--- src/rtl/uart_tx_serializer.sv ---
// UART transmit serializer: valid/ready byte in, LSB-first frame out, paced by txclk rising edges.
// Optional parity bit when UART_TX_PARITY_EN is defined (PARITY_ODD selects odd/even sense).
module uart_tx_serializer #(
  parameter int DATA_BITS  = 8,
  parameter int STOP_BITS  = 1,
  parameter int PARITY_ODD = 0
) (
  input  logic                 clk,
  input  logic                 rst,
  input  logic                 txclk,
  input  logic [DATA_BITS-1:0] tx_data,
  input  logic                 tx_valid,
  output logic                 tx_ready,
  output logic                 tx,
  output logic                 tx_busy,
  output logic                 tx_done
);

  localparam logic [2:0] S_IDLE   = 3'd0;
  localparam logic [2:0] S_ARMED  = 3'd1;
  localparam logic [2:0] S_START  = 3'd2;
  localparam logic [2:0] S_DATA   = 3'd3;
`ifdef UART_TX_PARITY_EN
  localparam logic [2:0] S_PARITY = 3'd4;
`endif
  localparam logic [2:0] S_STOP   = 3'd5;

  localparam logic [3:0] LAST_BIT  = 4'(DATA_BITS - 1);
  localparam logic       LAST_STOP = 1'(STOP_BITS - 1);

  generate
    if (DATA_BITS < 5 || DATA_BITS > 9 || STOP_BITS < 1 || STOP_BITS > 2 ||
        PARITY_ODD < 0 || PARITY_ODD > 1) begin : g_bad_params
      $error("uart_tx_serializer: unsupported parameter set");
    end
  endgenerate

`ifdef UART_TX_PARITY_EN
  function automatic logic parity_of(input logic [DATA_BITS-1:0] d);
    return (PARITY_ODD == 1) ? ~^d : ^d;
  endfunction
`endif

  logic [2:0]           state;
  logic                 txclk_d;
  logic                 tick;
  logic [DATA_BITS-1:0] shift;
  logic [3:0]           bitcnt;
  logic                 stopcnt;
`ifdef UART_TX_PARITY_EN
  logic                 parity_bit;
`endif

  assign tick     = txclk & ~txclk_d;
  assign tx_ready = (state == S_IDLE);
  assign tx_busy  = (state != S_IDLE);

  always_ff @(posedge clk) begin
    if (rst) begin
      txclk_d    <= 1'b0;
      state      <= S_IDLE;
      tx         <= 1'b1;
      tx_done    <= 1'b0;
      shift      <= '0;
      bitcnt     <= '0;
      stopcnt    <= 1'b0;
`ifdef UART_TX_PARITY_EN
      parity_bit <= 1'b0;
`endif
    end else begin
      txclk_d <= txclk;
      tx_done <= 1'b0;
      case (state)
        // A tick coinciding with acceptance is deliberately skipped: ARMED waits for the next one.
        S_IDLE: begin
          if (tx_valid) begin
            shift      <= tx_data;
`ifdef UART_TX_PARITY_EN
            parity_bit <= parity_of(tx_data);
`endif
            state      <= S_ARMED;
          end
        end
        S_ARMED: begin
          if (tick) begin
            tx    <= 1'b0;
            state <= S_START;
          end
        end
        S_START: begin
          if (tick) begin
            tx     <= shift[0];
            shift  <= shift >> 1;
            bitcnt <= '0;
            state  <= S_DATA;
          end
        end
        S_DATA: begin
          if (tick) begin
            if (bitcnt == LAST_BIT) begin
`ifdef UART_TX_PARITY_EN
              tx      <= parity_bit;
              state   <= S_PARITY;
`else
              tx      <= 1'b1;
              stopcnt <= 1'b0;
              state   <= S_STOP;
`endif
            end else begin
              tx     <= shift[0];
              shift  <= shift >> 1;
              bitcnt <= bitcnt + 4'd1;
            end
          end
        end
`ifdef UART_TX_PARITY_EN
        S_PARITY: begin
          if (tick) begin
            tx      <= 1'b1;
            stopcnt <= 1'b0;
            state   <= S_STOP;
          end
        end
`endif
        S_STOP: begin
          if (tick) begin
            if (stopcnt == LAST_STOP) begin
              tx_done <= 1'b1;
              state   <= S_IDLE;
            end else begin
              stopcnt <= stopcnt + 1'b1;
            end
          end
        end
        default: begin
          tx    <= 1'b1;
          state <= S_IDLE;
        end
      endcase
    end
  end

endmodule

--- config.mk ---
export PLATFORM = sky130hd
export DESIGN_NAME = uart_tx_serializer
export DESIGN_NICKNAME = d
export VERILOG_FILES = /design/src/rtl/uart_tx_serializer.sv
export SDC_FILE = /design/constraint.sdc
export NUM_CORES = 1
export LEC_CHECK = 0
export CORE_MARGIN = 2
export CORE_UTILIZATION = 55
export CTS_CLUSTER_SIZE = 25
export DETAILED_ROUTE_END_ITERATION = 7
export PLACE_DENSITY_LB_ADDON = 0.12
export SLEW_MARGIN = 20
export SYNTH_ARGS = -nofsm -noshare
export SYNTH_HDL_FRONTEND = slang
export SYNTH_SLANG_ARGS = --single-unit
--- constraint.sdc ---
create_clock -name clk -period 3.3 [get_ports clk]
set_input_delay 0.33 -clock clk [delete_from_list [all_inputs] [get_ports clk]]
set_output_delay 0.33 -clock clk [all_outputs]
set_load 0.005 [all_outputs]
==> run summary, run 1 <==
Initial core utilization -> 56.8%
Hold_buf cts -> 0
Dpl cells -> 124
Period utilization -> 67.1%
Syn Std Cell Area -> 948 um2
YS warnings -> 0
CTS H-tree depth -> 1
Peak VDD IR -> 0.266 mV
Most common library cells after synthesis -> 18 x dfxtp_1, 17 x a211oi_1, 7 x mux2i_1, 6 x nand2_1, 5 x o21ai_0
Via Count -> 788
Total GRT Usage -> 20.5%
Root Driver -> clkbuf_4
Area share of the largest cell type after synthesis -> 38.0%
Setup TNS Final -> 0 ns
Initial antenna violation count -> 0
Worst hold path stage count -> 2
Vias per cell -> 6.16
Drt first pass iters -> 4
Wire length of the first global-routing pass -> 3080 um
Die width -> 45.5 um
Fillers -> 149
Seq/Total Area, Yosys -> 38.0%
Reg clk slew, reported paths -> 0.10 ns
Slew Viols, Final -> 0
WS Path Type -> reg -> out
Largest net degree at the start of global routing -> 20
CTS tree -> done
Input/output buffers -> 15
Post-layout total power -> 0.463 mW
Die Y -> 45.5 um
ANT cells -> 0
Global route overflow -> 0
GPL Wtd Cong -> 0.827
Final HPWL DP -> 1340 um
Pleak -> 0.373 nW
#FFs+latches synth -> 18
CTS Sinks -> 18
Nature of the critical path endpoint -> primary output
DRT Wirelength -> 1900 um
# setup viols final -> 0
Status -> finished clean
Design Area, Final -> 1100 um2
Final hold violations -> 0
Post-Syn Instances -> 99
Prevailing post-synth register cell -> dfxtp_1
Fin cells -> 128
Area grow syn2layout -> 16.4%
CP required -> 2.97 ns
MaxCap Viol Count -> 0
Syn_area_per_cell -> 9.58 um2
Post-synth top area cell -> dfxtp_1
Final worst setup slack -> 1.08 ns
Max-slew headroom -> 46.0%
RSZ-0062 raised after global routing -> no
TritonCTS Buffers -> 3
Post-CTS setup repair buffer count -> 0
Core Util, Final -> 66.1%
Post-place instance area -> 1070 um2
Crit Path Max Fanout -> 19
Pre-CTS setup slack -> 1.41 ns
CORE AREA -> 1670 um2
Reg2Reg Depth -> 4
Post-synth EDFFs -> 0
Worst-skew pair later-pin latency -> 0.29 ns
Cell Pwr Density -> 420 nW/um2
Top Ports -> 16
Top cells by area, synth -> dfxtp_1 38%, a211oi_1 13%, mux2i_1 7.4%, buf_6 3.6%, nand4b_1 2.8%
Worst clock skew -> 0.00389 ns
1st-iter DRT viols -> 11
Hold WC Path Type -> reg -> reg
Minimum clock period -> 2.22 ns
Distinct cells, synth -> 34
Fraction of layout cells with a size suffix above 1 -> 7.21%
Fmax achieved -> 0.451 GHz
Worst Tran Pin Value -> 0.809 ns
Asr flop ratio synth -> 0%
Clk buf depth -> 2
Post-Route Hold Slack -> 0.480 ns
Die area -> 2070 um2
Critical Path Source Type -> flop
Critical path arrival -> 1.89 ns
Post-cts gate resize count -> 0
Vias in the first global route -> 723
Layout Nets -> 125
Syn nets -> 112
Count leader, synth -> dfxtp_1
Row count -> 15
Routed Antenna Nets -> 0
DRC viols -> 0
Wire length per cell -> 14.9 um
[cell families after synthesis]
group,count (synthesis),synth area share [%]
flip-flops,18,38.0
multiplexers,7,7.39
adder cells (fa/ha/maj),1,1.32
buffers and inverters,10,6.73
AO/OA/AOI/OAI,33,24.3
AND/OR/NAND/NOR,30,22.3
[path summary, 6_finish.rpt]
path	from	end	slack, ns
hold reg to reg	shift[7]$_SDFFE_PP0P_	shift[7]$_SDFFE_PP0P_	0.48
hold / removal	shift[7]$_SDFFE_PP0P_	shift[7]$_SDFFE_PP0P_	0.48
setup / recovery	state[1]$_SDFFE_PP0P_	tx_ready	1.08
setup reg to reg	bitcnt[0]$_SDFFE_PP0P_	shift[1]$_SDFFE_PP0P_	1.41
[worst max-delay path, cell delays in order (launching register included)]
cell and delay (ns):
dfxtp_1 0.58, or3_1 0.47, inv_1 0.06, clkdlybuf4s50_1 0.48
[per-layer routing]
metal	vias up	part of all wire (%)	track usage, %
met1	368	50	26.5
met5	-	0	0
met3	2	2.4	3.57
met4	0	0.42	7.06
met2	13	48	34.1
li1	405	-	-
[registers in the layout, indices dropped and copies added (netlist names)]
name / count
shift: 8
state: 3
bitcnt: 4
tx: 1
tx_done: 1
txclk_d: 1
[placed cells by master (no fill, tap or decap), drive strengths merged, types with 3 or more instances in the layout]
| cell type | instances |
|---|---|
| dfxtp | 18 |
| a211oi | 17 |
| clkdlybuf4s50 | 15 |
| mux2i | 7 |
| nand2 | 6 |
| o21ai | 5 |
| nor2b | 4 |
| a21oi | 4 |
| clkbuf | 4 |
| inv | 3 |
| nand4b | 3 |
[final cells by class]
type	count	area, um2	area share (%)
Multi-Input combinational cell	71	524	47.5
Sequential cell	18	360	32.7
Timing Repair Buffer	15	150	13.6
Clock buffer	4	36.3	3.29
Tap cell	17	21.3	1.93
Inverter	3	11.3	1.02
[power by group]
group | switching, mW | leakage (nW) | total, mW | internal (mW)
Combinational | 0.0330 | 0.205 | 0.0793 | 0.0463
Sequential | 0.0160 | 0.148 | 0.248 | 0.232
Clock | 0.0688 | 0.0210 | 0.136 | 0.0671
Total | 0.118 | 0.373 | 0.463 | 0.346
Power figures use the tool's default switching activity.
==> run 2: changes to the inputs <==
Settings changed: CORE_UTILIZATION 55 to 46.
Clock period 3.3 ns to 1.8 ns, I/O delays scaled along.
==> run 2 against run 1 <==
  * Hold slack lost 0.012 ns
  * Utilization shrank 5.6 points
  * Routed wire length grew 4.4%
  * Highest routed layer unchanged
==> run summary, run 2 (same netlist as run 1, synthesis figures left out) <==
CTS H-tree depth -> 1
Pleak -> 0.419 nW
Crit Path Max Fanout -> 2
Core Util, Final -> 60.5%
# setup viols final -> 0
Status -> finished clean
Vias per cell -> 5.72
Max reg flops -> 8
Die area -> 2440 um2
Wire length of the first global-routing pass -> 3720 um
Routed Antenna Nets -> 0
Row count -> 16
Most frequent cells in the layout -> 17 x a211oi_1, 15 x dfxtp_1, 14 x clkdlybuf4s50_1
Die Y -> 49.4 um
GPL Wtd Cong -> 0.709
Initial core utilization -> 48.3%
Period utilization -> 91.9%
Initial antenna violation count -> 0
DRT Wirelength -> 1990 um
Final hold violations -> 0
Cell Pwr Density -> 689 nW/um2
1st-iter DRT viols -> 8
Biggest register -> shift
CTS tree -> done
Peak VDD IR -> 0.382 mV
Nature of the critical path endpoint -> primary output
Worst clock skew -> 0.00715 ns
Biggest regs -> shift: 8 flops, bitcnt: 4 flops, state: 3 flops
Worst Tran Pin Value -> 0.510 ns
Hold WC Path Type -> in -> reg
Slew Viols, Final -> 0
CTS Sinks -> 18
Largest net degree at the start of global routing -> 12
Layout Nets -> 134
Fmax achieved -> 0.604 GHz
WS Path Type -> reg -> out
Top Ports -> 16
Input/output buffers -> 15
Vias in the first global route -> 869
Global route overflow -> 0
Minimum clock period -> 1.65 ns
Hold_buf cts -> 0
TritonCTS Buffers -> 3
Max-slew headroom -> 65.8%
Clk buf depth -> 2
Post-layout total power -> 0.817 mW
Critical path arrival -> 1.47 ns
Final HPWL DP -> 1460 um
DRC viols -> 0
Root Driver -> clkbuf_4
Drt first pass iters -> 4
Total GRT Usage -> 19.7%
Setup TNS Final -> 0 ns
Wire length per cell -> 13.6 um
Fraction of layout cells with a size suffix above 1 -> 16.8%
Via Count -> 835
Commonest non-fill, non-tap cell in the layout -> a211oi_1
RSZ-0062 raised after global routing -> no
CORE AREA -> 1960 um2
Area grow syn2layout -> 25.1%
ANT cells -> 0
MaxCap Viol Count -> 0
Reg clk slew, reported paths -> 0.10 ns
Die width -> 49.4 um
Worst-skew pair later-pin latency -> 0.30 ns
CP required -> 1.62 ns
Critical Path Source Type -> flop
-- run 2: power by group --
| part | switching, mW | internal [mW] | total (mW) |
|---|---|---|---|
| clock | 0.122 | 0.0780 | 0.200 |
| combinational | 0.0763 | 0.0990 | 0.175 |
| sequential | 0.0172 | 0.424 | 0.441 |
-- run 2: final cells by class --
class | instances | area (um2)
clock buffers | 3 | 22.5
flip-flops and latches | 18 | 369
fillers | 205 | 776
multi-input cells | 71 | 529
well taps | 27 | 33.8
repair buffers | 24 | 220
inverters | 3 | 11.3
-- run 2: critical path, stage by stage (launching register included) --
cell and delay [ns]:
dfxtp_4 0.35, or3_4 0.38, clkdlybuf4s50_1 0.45
-- run 2: per-layer routing --
metal,wire [um],vias to the layer above,track usage (%)
li1,-,424,-
met1,972,385,24.0
met2,895,21,31.8
met3,76,5,4.29
met4,44,0,11.6
met5,0,-,0
-- run 2: worst paths after layout --
check	startpoint	end	slack, ns	cells after the start
max reg2reg	bitcnt[0]$_SDFFE_PP0P_	shift[5]$_SDFFE_PP0P_	0.29	5
min	tx_data[7]	shift[7]$_SDFFE_PP0P_	0.47	3
min reg2reg	shift[7]$_SDFFE_PP0P_	shift[7]$_SDFFE_PP0P_	0.48	2
max	state[2]$_SDFFE_PP0P_	tx_busy	0.15	2
-- run 2: stage by stage --
stage          hold slack (ns)  cell area (um2)  instances  setup WS (ns)
6_report                 0.468             1190        146          0.145
5_1_grt                  0.500             1190        146         0.0975
4_1_cts                  0.464             1160        144        0.00830
3_5_place_dp             0.457             1120        140          0.194
3_3_place_gp             0.452             1120        140          0.218
2_1_floorplan            0.252              948         99          0.551
-- run 2: timing repair --
item / in CTS / in global routing
resized for setup: 3 / 4
setup endpoints to repair: 1 / 1
buffers inserted: 1 / 2
